## src/rtl/fp_exec_multi_latency_pipe.sv

```systemverilog
// fp_exec_multi_latency_pipe
//
// Tracks FP ops per issue lane from issue to writeback. Each op can have its own latency.
// Short and long ops on the same lane share one writeback port. Each lane has a slot
// array S[1..MAX_LAT]. Slot k holds the op that writes back k-1 cycles from now, so S[1]
// is the op writing back in the current cycle. The array shifts down by one slot every
// cycle that is not stalled. A new op is written straight into S[in_lat]. If that slot
// is still taken after the shift, the op is dropped and issue_conflict pulses.
//
// Ports
//   clk, rst              clock, asynchronous active-high reset
//   stall, clear          freeze all state / drop every in-flight op
//   in_*                  per-lane issue: valid, latency, operands-valid, tag, payload
//   slot_free             [l*MAX_LAT + k-1]: a latency-k issue on lane l is legal now
//   issue_conflict        issue dropped because its writeback slot is taken
//   flush_*               selective flush by active-list tag range (head incl, tail excl)
//   replay_valid/_meta    op issued with invalid operands must be re-issued
//   wb_*                  per-lane writeback of the op in S[1]
//   fu_fflags             FU exception flags, aligned with wb
//   fflags_clr/_acc       sticky OR of fflags from committed writebacks
//   occupancy             in-flight op count per lane
module fp_exec_multi_latency_pipe #(
  parameter int LANES   = 2,
  parameter int MIN_LAT = 1,
  parameter int MAX_LAT = 5,
  parameter int TAG_W   = 6,
  parameter int META_W  = 48,
  parameter int LAT_W   = 3
) (
  input  logic                        clk,
  input  logic                        rst,
  input  logic                        stall,
  input  logic                        clear,
  input  logic [LANES-1:0]            in_valid,
  input  logic [LANES*LAT_W-1:0]      in_lat,
  input  logic [LANES-1:0]            in_reg_valid,
  input  logic [LANES*TAG_W-1:0]      in_tag,
  input  logic [LANES*META_W-1:0]     in_meta,
  output logic [LANES*MAX_LAT-1:0]    slot_free,
  output logic [LANES-1:0]            issue_conflict,
  input  logic                        flush_valid,
  input  logic                        flush_all,
  input  logic [TAG_W-1:0]            flush_head,
  input  logic [TAG_W-1:0]            flush_tail,
  output logic [LANES-1:0]            replay_valid,
  output logic [LANES*META_W-1:0]     replay_meta,
  output logic [LANES-1:0]            wb_valid,
  output logic [LANES-1:0]            wb_reg_valid,
  output logic [LANES*TAG_W-1:0]      wb_tag,
  output logic [LANES*META_W-1:0]     wb_meta,
  input  logic [LANES*5-1:0]          fu_fflags,
  input  logic                        fflags_clr,
  output logic [4:0]                  fflags_acc,
  output logic [LANES*LAT_W-1:0]      occupancy
);

  // Slot storage; index k-1 holds S[k].
  logic [LANES-1:0][MAX_LAT-1:0]             vld_q, vld_d;
  logic [LANES-1:0][MAX_LAT-1:0]             rv_q, rv_d;
  logic [LANES-1:0][MAX_LAT-1:0][TAG_W-1:0]  tag_q, tag_d;
  logic [LANES-1:0][MAX_LAT-1:0][META_W-1:0] meta_q, meta_d;

  // One-entry replay stage per lane.
  logic [LANES-1:0]             rp_vld_q, rp_vld_d;
  logic [LANES-1:0][TAG_W-1:0]  rp_tag_q, rp_tag_d;
  logic [LANES-1:0][META_W-1:0] rp_meta_q, rp_meta_d;

  logic [4:0] acc_q, acc_d;

  logic [LANES-1:0][LAT_W-1:0]  lat_v;
  logic [LANES-1:0][TAG_W-1:0]  tag_v;
  logic [LANES-1:0][META_W-1:0] meta_v;
  logic [LANES-1:0]             lat_ok;
  logic [LANES-1:0]             issue_try;
  logic [LANES-1:0]             collide;
  logic [LANES-1:0]             issue_wr;

  // Range check with wrap: head > tail means the range wraps past the top tag.
  function automatic logic tag_flushed(input logic [TAG_W-1:0] tag,
                                       input logic             fv,
                                       input logic             fa,
                                       input logic [TAG_W-1:0] hd,
                                       input logic [TAG_W-1:0] tl);
    logic in_range;
    if (hd <= tl) in_range = (tag >= hd) && (tag < tl);
    else          in_range = (tag >= hd) || (tag < tl);
    return fv && (fa || in_range);
  endfunction

  // Issue decode.
  always_comb begin
    for (int l = 0; l < LANES; l++) begin
      lat_v[l]     = in_lat[l*LAT_W +: LAT_W];
      tag_v[l]     = in_tag[l*TAG_W +: TAG_W];
      meta_v[l]    = in_meta[l*META_W +: META_W];
      lat_ok[l]    = (lat_v[l] >= LAT_W'(MIN_LAT)) && (lat_v[l] <= LAT_W'(MAX_LAT));
      issue_try[l] = in_valid[l] && !stall && !clear && lat_ok[l] &&
                     !tag_flushed(tag_v[l], flush_valid, flush_all, flush_head, flush_tail);
      // The target slot is refilled by the shift from S[in_lat+1]; the top slot is
      // always empty after the shift.
      collide[l]   = 1'b0;
      if (issue_try[l] && (lat_v[l] < LAT_W'(MAX_LAT))) begin
        collide[l] = vld_q[l][lat_v[l]];
      end
      issue_wr[l]  = issue_try[l] && !collide[l];
    end
  end

  // Slot shift, flush kill, issue write and replay capture.
  always_comb begin
    vld_d     = vld_q;
    rv_d      = rv_q;
    tag_d     = tag_q;
    meta_d    = meta_q;
    rp_vld_d  = rp_vld_q;
    rp_tag_d  = rp_tag_q;
    rp_meta_d = rp_meta_q;
    if (clear) begin
      vld_d    = '0;
      rp_vld_d = '0;
    end else if (!stall) begin
      for (int l = 0; l < LANES; l++) begin
        for (int k = 0; k < MAX_LAT - 1; k++) begin
          vld_d[l][k]  = vld_q[l][k+1] &&
                         !tag_flushed(tag_q[l][k+1], flush_valid, flush_all,
                                      flush_head, flush_tail);
          rv_d[l][k]   = rv_q[l][k+1];
          tag_d[l][k]  = tag_q[l][k+1];
          meta_d[l][k] = meta_q[l][k+1];
        end
        vld_d[l][MAX_LAT-1] = 1'b0;
        if (issue_wr[l]) begin
          vld_d[l][lat_v[l] - 1'b1]  = 1'b1;
          rv_d[l][lat_v[l] - 1'b1]   = in_reg_valid[l];
          tag_d[l][lat_v[l] - 1'b1]  = tag_v[l];
          meta_d[l][lat_v[l] - 1'b1] = meta_v[l];
        end
        // The replay stage only lives for one unstalled cycle.
        rp_vld_d[l]  = issue_wr[l] && !in_reg_valid[l];
        rp_tag_d[l]  = tag_v[l];
        rp_meta_d[l] = meta_v[l];
      end
    end
  end

  // Per-lane outputs.
  always_comb begin
    for (int l = 0; l < LANES; l++) begin
      logic [LAT_W-1:0] cnt;
      wb_valid[l] = vld_q[l][0] && !stall && !clear &&
                    !tag_flushed(tag_q[l][0], flush_valid, flush_all, flush_head, flush_tail);
      wb_reg_valid[l]                = wb_valid[l] && rv_q[l][0];
      wb_tag[l*TAG_W +: TAG_W]       = tag_q[l][0];
      wb_meta[l*META_W +: META_W]    = meta_q[l][0];
      replay_valid[l] = rp_vld_q[l] && !stall && !clear &&
                        !tag_flushed(rp_tag_q[l], flush_valid, flush_all, flush_head, flush_tail);
      replay_meta[l*META_W +: META_W] = rp_meta_q[l];
      issue_conflict[l]               = issue_try[l] && collide[l];
      for (int k = 1; k < MAX_LAT; k++) begin
        slot_free[l*MAX_LAT + k - 1] = !vld_q[l][k];
      end
      slot_free[l*MAX_LAT + MAX_LAT - 1] = 1'b1;
      cnt = '0;
      for (int k = 0; k < MAX_LAT; k++) begin
        cnt = cnt + LAT_W'(vld_q[l][k]);
      end
      occupancy[l*LAT_W +: LAT_W] = cnt;
    end
  end

  // Sticky fflags; a flag raised in the same cycle as a clear survives.
  always_comb begin
    acc_d = fflags_clr ? 5'h00 : acc_q;
    for (int l = 0; l < LANES; l++) begin
      if (wb_valid[l] && wb_reg_valid[l]) acc_d = acc_d | fu_fflags[l*5 +: 5];
    end
  end

  assign fflags_acc = acc_q;

  always_ff @(posedge clk or posedge rst) begin
    if (rst) begin
      vld_q     <= '0;
      rv_q      <= '0;
      tag_q     <= '0;
      meta_q    <= '0;
      rp_vld_q  <= '0;
      rp_tag_q  <= '0;
      rp_meta_q <= '0;
      acc_q     <= '0;
    end else begin
      vld_q     <= vld_d;
      rv_q      <= rv_d;
      tag_q     <= tag_d;
      meta_q    <= meta_d;
      rp_vld_q  <= rp_vld_d;
      rp_tag_q  <= rp_tag_d;
      rp_meta_q <= rp_meta_d;
      acc_q     <= acc_d;
    end
  end

  // An out-of-range latency is a scheduler bug; the op is dropped by lat_ok.
  for (genvar l = 0; l < LANES; l++) begin : g_lat_chk
    always @(posedge clk) begin
      if (!rst && in_valid[l] && !stall && !clear) begin
        assert (lat_ok[l]) else $error("lane %0d: illegal latency %0d", l, lat_v[l]);
      end
    end
  end

endmodule
```

## config.mk

```make
export PLATFORM = sky130hd
export DESIGN_NAME = fp_exec_multi_latency_pipe
export DESIGN_NICKNAME = d
export VERILOG_FILES = /design/src/rtl/fp_exec_multi_latency_pipe.sv
export SDC_FILE = /design/constraint.sdc
export NUM_CORES = 2
export LEC_CHECK = 0
export ABC_AREA = 1
export CAP_MARGIN = 0
export CORE_ASPECT_RATIO = 2
export CORE_UTILIZATION = 51
export DETAILED_ROUTE_END_ITERATION = 16
export PLACE_DENSITY = 0.72
export SYNTH_ARGS = -nofsm -noshare
export SYNTH_HDL_FRONTEND = slang
export SYNTH_SLANG_ARGS = --single-unit
```

## constraint.sdc

```tcl
create_clock -name clk -period 31.5 [get_ports clk]
set_input_delay 9.45 -clock clk [delete_from_list [all_inputs] [get_ports clk]]
set_output_delay 9.45 -clock clk [all_outputs]
set_load 0.03 [all_outputs]
```

Yosys cells after proc, flatten, opt, wreduce, memory -nomap -nowiden
Cells that the tools add are included.
{"block": "classes", "n_addsub": 10, "magnitude_cmp": 41, "eq_ne": 1, "n_mux": 69, "bitwise": 6, "reduce_logical": 131}
{"operator": "bitwise mux 240 bit", "count": 2}
{"operator": "two-way mux 192 bit", "count": 2}
{"operator": "demux 48 bit (select 3 bit)", "count": 2}
{"operator": "two-way mux 48 bit", "count": 2}
{"operator": ">= comparator 6 bit", "count": 14}
{"operator": "< comparator 6 bit", "count": 14}
{"operator": "logical AND 1 bit", "count": 72}
{"operator": "bitwise mux 30 bit", "count": 2}
{"operator": "two-way mux 24 bit", "count": 2}
{"operator": "demux 6 bit (select 3 bit)", "count": 2}
{"operator": "two-way mux 1 bit", "count": 36}
{"operator": "zero test 1 bit", "count": 28}
{"operator": "logical OR 1 bit", "count": 28}
{"operator": "two-way mux 5 bit", "count": 5}
{"operator": "two-way mux 10 bit", "count": 2}
{"operator": "< comparator 3 x 4 -> 1 bit (second input constant)", "count": 4}
{"operator": "adder 3 x 1 -> 3 bit", "count": 4}
{"operator": ">= comparator 3 x 1 -> 1 bit (second input constant)", "count": 4}
{"operator": "two-way mux 6 bit", "count": 2}
{"operator": "bitwise mux 5 bit", "count": 2}
{"operator": "OR 4 x 5 -> 5 bit", "count": 2}
{"operator": "OR 5 bit", "count": 2}
{"operator": "two-way mux 4 bit", "count": 2}
{"operator": "adder 2 x 1 -> 3 bit", "count": 2}
{"operator": "other kinds (12)", "count": 21}
{"block": "totals", "reg_bits": 675, "inputBits": 147, "out_inout_bits": 233, "elab_cells": 290}

Longest topological paths before layout
{"block": "depth", "ltp_word": 14, "mapped_depth": 20, "ltp_nobuf": 18}

Worst setup path before layout
OpenSTA, ideal clock, no wires.
{"block": "synth_timing", "path_type": "input -> output", "from": "in flush_tail[5]", "to": "out wb_reg_valid[0]", "arrival_time_ns": 11.307, "t_required_ns": 22.050, "setup_slack_ns": 10.743, "path_stages": 13, "path_buffers": 1, "cell_sequence": "inv_1 -> ha_1 -> nand2_1 -> inv_1 -> nand2_1 -> and2_1 -> a21oi_2 -> buf_1 -> o21ai_0 -> nand2_1 -> nand2_1 -> nand2_1 -> nor2_1"}
{"block": "synth_between", "elab_chain_cells": 8, "elab_cells_between_ends": 10, "cone_classes": "order compare: 2; mux: 1; reduce/logical: 7"}
{"item": "start, declared", "line_no": "44", "text": "input logic [TAG_W-1:0] flush_tail,"}
{"item": "< comparator 6 bit", "line_no": "85, 86"}
{"item": "logical OR 1 bit / logical AND 1 bit (equally long branches)", "line_no": "86, 85"}
{"item": "two-way mux 1 bit *", "line_no": "85", "text": "if (hd <= tl) in_range = (tag >= hd) && (tag < tl);"}
{"item": "logical OR 1 bit *", "line_no": "87", "text": "return fv && (fa || in_range);"}
{"item": "logical AND 1 bit *", "line_no": "87"}
{"item": "zero test 1 bit *", "line_no": "151", "text": "!tag_flushed(tag_q[l][0], flush_valid, flush_all, flush_head, flush_tail);"}
{"item": "logical AND 1 bit *", "line_no": "150", "text": "wb_valid[l] = vld_q[l][0] && !stall && !clear &&"}
{"item": "logical AND 1 bit *", "line_no": "152", "text": "wb_reg_valid[l] = wb_valid[l] && rv_q[l][0];"}
{"item": "end, declared", "line_no": "48", "text": "output logic [LANES-1:0] wb_reg_valid,"}
Every way passes the cells marked *; elsewhere a longest branch is shown, timed or not.

Worst setup path after layout
{"block": "layout_timing", "from": "in clear", "to": "out issue_conflict[1]"}
{"block": "layout_between", "elab_chain_cells": 7}
{"item": "start, declared", "line_no": "33", "text": "input logic clear,"}
{"item": "zero test 1 bit *"}
{"item": "logical AND 1 bit * (3 in a row)", "line_no": "97", "text": "issue_try[l] = in_valid[l] && !stall && !clear && lat_ok[l] &&"}
{"item": "logical AND 1 bit", "line_no": "102", "text": "if (issue_try[l] && (lat_v[l] < LAT_W'(MAX_LAT))) begin"}
{"item": "two-way mux 1 bit", "line_no": "102"}
{"item": "logical AND 1 bit *", "line_no": "158", "text": "issue_conflict[l] = issue_try[l] && collide[l];"}
{"item": "end, declared", "line_no": "40", "text": "output logic [LANES-1:0] issue_conflict,"}
Marked as above.

==> qor.txt <==
Outcome - completed
Global-route wire length before repair - 197 mm
Dpl hpwl - 72.4 mm
Fmax - 0.0443 GHz
DRT iter0 DRCs - 3,302
Worst Hold Class - flip-flop to flip-flop
Fin area - 47,000 sq um
Chip width - 204 microns
Worst Setup EP - issue_conflict[1]
Reg2Reg Capture Point - rv_q[0]$_DFFE_PP0P_
WS Path Type - input pin to primary output
Final Net Count - 6,353
Sequential fraction of the synthesis area - 40.7%
Clk pin slew, worst setup/hold paths - 60 ps
TritonCTS clock tree - done
# IOs - 380
#FFs+latches synth - 675
Cts hold-fix bufs - 0
# Max-Cap Violations - 0
Mapped Cells - 6,084
CP startpoint kind - input pin
Post-CTS Setup Bufs - 0
Initial Util - 51.7%
Period utilization - 71.6%
Pwr dens - 56.2 nW/um^2
Crit path required time - 22,050 ps
Clk buf depth - 3
Synth Cell Area - 41,500 sq um
Final Max Tran Viols - 0
Sequential cell area - 16,900 sq um
Yosys warns - 0
Setup WS post-layout - 8930 ps
I/O Buffers - 377
Die height - 406 microns
Mean post-synth cell area - 6.83 sq um
Crit path from - clear
Reg2Reg Depth - 10
Worst R2R Setup Slack - 27,780 ps
CTS Buf Count - 66
Synth cell count leaders - 3,097 x nand2_1, 675 x dfrtp_1, 584 x o21ai_0, 456 x nand4_1, 325 x clkbuf_1
DRC - 0
Worst Skew - 16.3 ps
Layout overhead on the synthesized area - 13.2%
Synth area leaders - dfrtp_1 41%, nand2_1 28%, o21ai_0 7.0%
Clock sink count - 675
Multi-input gate area - 21,300 sq um
VDD IR max - 51.1 uV
Initial antenna violation count - 6
Die area - 82,600 sq um
Detailed Route WL - 122 mm
Post-layout util - 58.5%
H-tree Lvls - 3
CP Max Fanout - 46
RSZ-0062 raised after global routing - false
DR vias/cell - 5.60
Area leader, netlist - dfrtp_1
Total gr overflow - 0
Final setup fails - 0
GPL Wtd Cong - 0.904
RR Startpoint - vld_q[3]$_DFFE_PP0P_
GRT Resource Usage Total - 29.5%
Post-synth top flop - dfrtp_1
Hold violation count in the final report - 0
Setup tns final - 0 ps
Share of the synthesized area in the top cell type - 40.7%
Total number of vias - 39,900
Avg WL per Cell - 17.1 microns
Most frequent cell after synthesis - nand2_1
Root Driver - clkbuf_16
Largest net degree at the start of global routing - 212
Area post-placement - 44,700 sq um
DRT antenna net count - 0
Placement Setup Slack - 9010 ps
CTS resizes - 0
Core footprint - 80,400 sq um
Async set-reset flop share out of synthesis - 100%
Rows - 147
Max-Slew Margin vs Limit - 21.7%
Vias in the first global route - 37,400
Worst-margin pin slew - 1170 ps
Number of synthesized flops with an enable pin - 0
Worst EP arrival - 13,120 ps
Fillers - 7,565
Worst-Skew Late Latency - 650 ps
Cell variety after synth - 33
Proportion of layout cells with a drive suffix above 1 - 3.04%
Worst setup EP type - primary output
Drt pass-1 iters - 6
Final Critical Period - 22,570 ps
Leak - 24.5 nW
-- cell families (layout without fill, tap and decap cells) --
group                      after synthesis  in the layout  share of synthesized area (%)
AOI/OAI and AO/OA                      790            790                           9.72
xor gates and xnor gates                 2              2                         0.0422
adders and majority gates              170            170                           5.19
buffers and inverters                  795            794                           8.44
DFF                                    675            675                           40.7
other                                    1              5                        0.00903
and+or+nand+nor                       3651           3651                           35.9
-- layer usage --
| metal | up-vias | track usage, % | routed length (microns) |
|---|---|---|---|
| met5 | - | 0 | 39 |
| met4 | 6 | 15.1 | 5480 |
| met3 | 276 | 4.00 | 7220 |
| met2 | 1323 | 50.5 | 59900 |
| met1 | 18900 | 36.1 | 49300 |
| li1 | 19400 | - | - |
-- cells in the final DEF (no fill, tap or decap), types with 3 or more instances in the layout --
master           count
inv_1              239
nand3_1             10
nand4_1            456
inv_2                4
ha_1               166
o21ai_0            584
buf_12               3
o21ai_1            124
nor2_4               3
buf_4               53
a21oi_1             59
nor3_1              14
bufinv_16            9
clkinv_2             6
nand2_1           3095
clkdlybuf4s50_1    377
clkbuf_1            13
diode_2              3
clkbuf_8            13
and2_1               3
dfrtp_1            675
o21a_1               8
clkbuf_16           69
fa_1                 4
nand3_4             12
clkinvlp_4           3
nor2_1              54
-- per-stage QoR --
stage	power (W)	cells	hold WS, ps
after floorplan	0.00159	6085	450
after global placement	0.00177	7011	461
after detailed placement	0.00179	7011	464
after CTS	0.00267	7127	481
after global routing	0.00280	7128	499
final	0.00264	7130	476
-- critical path: stages --
cell and delay [ps]:
clkdlybuf4s50_1 580, nor2_4 470, buf_4 390, nand2_1 140, nor2_4 110, buf_4 470, a21boi_1 540, inv_1 100
nor2_1 140, clkdlybuf4s50_1 690
-- layout make-up --
class                      instances  area share [%]
multi-input combinational       4615            45.4
tap                             1043            2.78
sequential                       675            35.9
timing repair buffer             433            9.00
inverter                         245            1.99
clock buffer                      95            4.16
clock inverter                    21           0.743
antenna                            3          0.0160
-- worst min path at each step --
stage                                 start                       to  cells past startpoint  slack (ps)
detailed placement  wb_meta[44]$_DFFE_PP0P_  wb_meta[44]$_DFFE_PP0P_                      2         460
floorplan            wb_meta[0]$_DFFE_PP0P_   wb_meta[0]$_DFFE_PP0P_                      2         450
finish              wb_meta[26]$_DFFE_PP0P_  wb_meta[26]$_DFFE_PP0P_                      2         480
global route        wb_meta[88]$_DFFE_PP0P_  wb_meta[88]$_DFFE_PP0P_                      2         500
global placement    wb_meta[37]$_DFFE_PP0P_  wb_meta[37]$_DFFE_PP0P_                      2         460
CTS                 wb_meta[44]$_DFFE_PP0P_  wb_meta[44]$_DFFE_PP0P_                      2         480
-- flip-flops by register name, summed over array words and instances (netlist names) --
| signal | count |
|---|---|
| fflags_acc | 5 |
| meta_q | 384 |
| replay_meta | 96 |
| rp_tag_q | 12 |
| rp_vld_q | 2 |
| rv_q | 10 |
| tag_q | 48 |
| vld_q | 10 |
| wb_meta | 96 |
| wb_tag | 12 |
-- where the power goes --
part           internal (W)  total [W]  switching (W)
Sequential         0.000997    0.00110       0.000107
Clock              0.000506   0.000866       0.000359
Combinational      0.000249   0.000673       0.000424
Note: power is estimated with default switching activity, not from simulation.
